===== src/rtl/stack_ctrl.sv =====
// Byte-wide LIFO controller driving an external synchronous RAM.
// Pushes complete in one cycle; pops wait one cycle for the registered RAM read.
module stack_ctrl #(
  parameter int unsigned DEPTH = 64
) (
  input  logic       clk,
  input  logic       rst_n,
  input  logic       push,
  input  logic [7:0] push_data,
  input  logic       pop,
  input  logic       flush,
  input  logic       clear_err,
  output logic       ready,
  output logic [7:0] pop_data,
  output logic       pop_valid,
  output logic [6:0] depth,
  output logic       full,
  output logic       empty,
  output logic       err_ovf,
  output logic       err_unf,
  output logic       err_col,
  output logic [5:0] mem_addr,
  output logic [7:0] mem_din,
  output logic       mem_write,
  input  logic [7:0] mem_dout
);

  localparam int unsigned SPW = 7;
  localparam int unsigned AW  = 6;
  localparam int unsigned DW  = 8;

  typedef enum logic {IDLE, RD_WAIT} state_t;

  state_t         state, state_nxt;
  logic [SPW-1:0] sp, sp_nxt;
  logic           is_full, is_empty;
  logic           pv_nxt, load_pd;
  logic           ev_ovf, ev_unf, ev_col;

  assign is_full  = (sp == SPW'(DEPTH));
  assign is_empty = (sp == '0);
  assign full     = is_full;
  assign empty    = is_empty;
  assign depth    = sp;
  assign ready    = (state == IDLE);

  always_ff @(posedge clk or negedge rst_n) begin
    if (!rst_n) begin
      state <= IDLE;
      sp    <= '0;
    end else begin
      state <= state_nxt;
      sp    <= sp_nxt;
    end
  end

  // Flush overrides everything; errors are only raised by operations actually attempted.
  always_comb begin
    state_nxt = state;
    sp_nxt    = sp;
    mem_write = 1'b0;
    mem_addr  = '0;
    mem_din   = '0;
    pv_nxt    = 1'b0;
    load_pd   = 1'b0;
    ev_ovf    = 1'b0;
    ev_unf    = 1'b0;
    ev_col    = 1'b0;
    if (flush) begin
      state_nxt = IDLE;
      sp_nxt    = '0;
    end else begin
      case (state)
        IDLE: begin
          if (push && pop) begin
            ev_col = 1'b1;
          end else if (push) begin
            if (is_full) begin
              ev_ovf = 1'b1;
            end else begin
              mem_write = 1'b1;
              mem_addr  = AW'(sp);
              mem_din   = push_data;
              sp_nxt    = sp + SPW'(1);
            end
          end else if (pop) begin
            if (is_empty) begin
              ev_unf = 1'b1;
            end else begin
              mem_addr  = AW'(sp - SPW'(1));
              sp_nxt    = sp - SPW'(1);
              state_nxt = RD_WAIT;
            end
          end
        end
        RD_WAIT: begin
          state_nxt = IDLE;
          pv_nxt    = 1'b1;
          load_pd   = 1'b1;
        end
        default: state_nxt = IDLE;
      endcase
    end
  end

  always_ff @(posedge clk or negedge rst_n) begin
    if (!rst_n) begin
      pop_data  <= '0;
      pop_valid <= 1'b0;
    end else begin
      pop_valid <= pv_nxt;
      if (load_pd) pop_data <= DW'(mem_dout);
    end
  end

  // Sticky flags: a same-cycle event beats clear_err.
  always_ff @(posedge clk or negedge rst_n) begin
    if (!rst_n) begin
      err_ovf <= 1'b0;
      err_unf <= 1'b0;
      err_col <= 1'b0;
    end else begin
      err_ovf <= (err_ovf & ~clear_err) | ev_ovf;
      err_unf <= (err_unf & ~clear_err) | ev_unf;
      err_col <= (err_col & ~clear_err) | ev_col;
    end
  end

endmodule


===== config.mk =====
export PLATFORM = sky130hd
export DESIGN_NAME = stack_ctrl
export DESIGN_NICKNAME = d
export VERILOG_FILES = /design/src/rtl/stack_ctrl.sv
export SDC_FILE = /design/constraint.sdc
export NUM_CORES = 1
export LEC_CHECK = 0
export ABC_AREA = 1
export CAP_MARGIN = 0
export CORE_MARGIN = 8
export CORE_UTILIZATION = 38
export DETAILED_ROUTE_END_ITERATION = 12
export GPL_TIMING_DRIVEN = 1
export PLACE_DENSITY = 0.85
export RECOVER_POWER = 25
export SYNTH_ARGS = -nofsm -noshare
export SYNTH_HDL_FRONTEND = slang
export SYNTH_SLANG_ARGS = --single-unit

===== constraint.sdc =====
create_clock -name clk -period 1.8 [get_ports clk]
set_input_delay 0.54 -clock clk [delete_from_list [all_inputs] [get_ports clk]]
set_output_delay 0.54 -clock clk [all_outputs]
set_load 0.05 [all_outputs]

==> summary.md <==
| Metric | Value |
|---|---|
| # Max-Cap Violations | 0 |
| Worst Path Max Fanout | 5 |
| First-pass DRT Iterations | 5 |
| Crit path kind | flip-flop to primary output |
| Setup ws final | -559 ps |
| Outcome | finished with violations |
| GR Util All Layers | 27.2% |
| Worst hold path type | flip-flop to flip-flop |
| Post-route cell area | 3000 µm² |
| Die area | 5640 µm² |
| CTS clk-pin slew, worst paths | 130 ps |
| CTS tree | built |
| Number of antenna violations at the first check in global routing | 0 |
| Antenna-violating nets left | 0 |
| Clk root buf | clkbuf_4 |
| Initial Util | 39.8% |
| Synthesized Nets | 222 |
| Post-DP HPWL | 4.58 mm |
| DRC | 0 |
| Failing checks | setup timing |
| Final setup vio count | 18 |
| Worst EP required | 1260 ps |
| Critical path arrival | 1820 ps |
| Antenna Cells | 0 |
| Die span in y | 75.1 µm |
| CTS sink count | 20 |
| Startpoint types | flip-flop |
| Hold depth | 2 |
| Largest net degree at the start of global routing | 21 |
| Number of global-route vias before repair | 2105 |
| WL final | 8.26 mm |
| FILL cells | 139 |
| Placed Instance Area | 2710 µm² |
| RSZ-0062 raised after global routing | yes |
| Clock Skews | 11.9 ps |
| Die span in x | 75.1 µm |
| # H-tree levels | 1 |
| Slew of the pin with the lowest slew margin | 1140 ps |
| Vias/cell | 5.91 |
| Global-route wire length before repair | 11.3 mm |
| Post-synthesis sequential area ratio | 37.7% |
| Fmax | 424 MHz |
| Port Buf Inserts | 58 |
| Skew-Pair Late Insertion Delay | 330 ps |
| Layout cells sized above 1 | 50.5% |
| Period utilization | 131% |
| Vias | 2062 |
| Leak | 0.00141 µW |
| Grt total ovfl | 0 |
| R2R Setup Slk | -10 ps |
| IO Pins | 59 |
| Syn-to-layout area delta | 126% |
| Core Region | 3340 µm² |
| Cts hold-fix bufs | 0 |
| Buffer depth of the longest clock path | 2 |
| WL/cell | 23.7 µm |
| Avg Inst Size Synth | 6.74 µm² |
| Worst IR Drop VDD | 0.980 mV |
| Yosys reg bits | 20 |
| Minimum clock period | 2360 ps |
| Cell row count | 21 |
| Number of CTS-inserted buffers | 3 |
| Power density over cell area | 1250 nW/µm² |
| Area occupied by registers | 509 µm² |
| First DRT Iteration DRCs | 387 |
| Warnings from Yosys | 0 |
| Cell variety after synth | 22 |
| Synth Instances | 197 |
| Final #Nets | 329 |
| Slew Limit Fails | 0 |
| Synthesized area | 1330 µm² |
| Crit. End Element | primary output |
| Final Power | 3750 µW |
| Placer Congestion | 0.910 |
| Relative slew slack | 24.1% |
| Final hold vios | 0 |
| FF-to-FF path depth | 9 |
| Multi-input gate area | 975 µm² |
kinds of logic (layout without fill, tap and decap cells):
| logic type | Yosys count | in the layout | synth area share (%) |
|---|---|---|---|
| AOI/OAI and AO/OA | 22 | 22 | 8.95 |
| xor gates and xnor gates | 3 | 3 | 1.98 |
| buffers and inverters | 40 | 145 | 13.1 |
| adders and majority gates | 3 | 3 | 2.83 |
| and+or+nand+nor | 109 | 110 | 35.4 |
| DFF | 20 | 20 | 37.7 |
metal layers:
metal | global-route usage, % | vias up | part of all wire (%)
met3 | 8.66 | 96 | 8.9
met2 | 49.0 | 193 | 50
met1 | 25.1 | 952 | 31
met5 | 0 | - | 0
li1 | - | 821 | -
met4 | 20.0 | 0 | 10
final cells by class:
class,count,area share (%)
clock buffers,3,0.752
clock inverters,1,1.00
inverters,35,5.47
multi-input cells,138,32.5
flip-flops and latches,20,17.0
well taps,46,1.92
repair buffers,106,41.3
per-stage QoR:
stage	util (%)	setup TNS (ps)	cells	hold slack (ps)	setup slack, ps
2_1_floorplan	-	-4300	197	244	-341
3_3_place_gp	81.3	-7960	335	455	-534
3_5_place_dp	81.3	-9480	335	460	-609
4_1_cts	86.8	-7140	344	491	-465
5_1_grt	89.8	-10070	349	537	-604
6_report	89.8	-8740	349	511	-559
worst max-delay path, cell delays in order (launching register included):
cell and delay (ps):
dfrtp_2 460, inv_4 70, ha_4 180, nand2_2 70
inv_2 40, nand2_4 70, nand2_4 70, inv_8 90
nand2_8 100, o22ai_4 170, buf_12 160
state kept, by name, indices dropped and copies added, names as in the netlist:
signal,cells
depth,7
err_col,1
err_ovf,1
err_unf,1
pop_data,8
pop_valid,1
state,1
final timing paths:
kind | start | to
setup / recovery | depth[1] | mem_addr[1]
hold / removal | pop_data[6] | pop_data[6]
setup reg to reg | depth[1] | depth[3]
hold reg to reg | pop_data[6] | pop_data[6]
max in group asynchronous | rst_n | depth[2]
min in group asynchronous | rst_n | err_ovf
power by group:
group | total, µW | switching, µW | internal [µW]
registers | 725 | 149 | 576
clock network | 398 | 172 | 225
logic | 2630 | 1560 | 1080
total | 3750 | 1880 | 1880
what timing repair did:
item                                    in CTS  in global routing
buffers inserted                             5                  6
gates cloned                                 1                  0
endpoints found under the setup margin      17                 19
pin swaps                                    5                  8
resized for setup                           31                 16
placed cells by master, fill, tap and decap left out, types with 3 or more instances in the layout:
cell and count:
a21oi_4 3, buf_12 30, nand4_1 4, nand2_8 3, clkbuf_4 3, dlygate4sd2_1 3, inv_2 6, nand2_4 5
dfrtp_1 13, inv_4 4, nor2_1 5, clkdlybuf4s50_1 18, nand3_1 11, buf_6 4, o22ai_4 3, inv_1 21
nand2_2 7, dfrtp_2 7, nor2_4 14, nand2_1 58, o21ai_0 8, buf_4 49
synthesized netlist by cell type (all sizes together):
cell type  instances  area, µm²
ha                 3       37.5
dfrtp             20        500
inv               35        131
xor2               2       17.5
clkbuf             1       3.75
xnor2              1       8.76
o21ai             11       55.1
a21oi              6       30.0
nand4              5       37.5
nand3             12       65.1
nor2              20       80.1
o32ai              1       8.76
buf                4       38.8
nand2             72        288
o22ai              4       25.0
No activity file was read; power rests on OpenSTA's default activity.
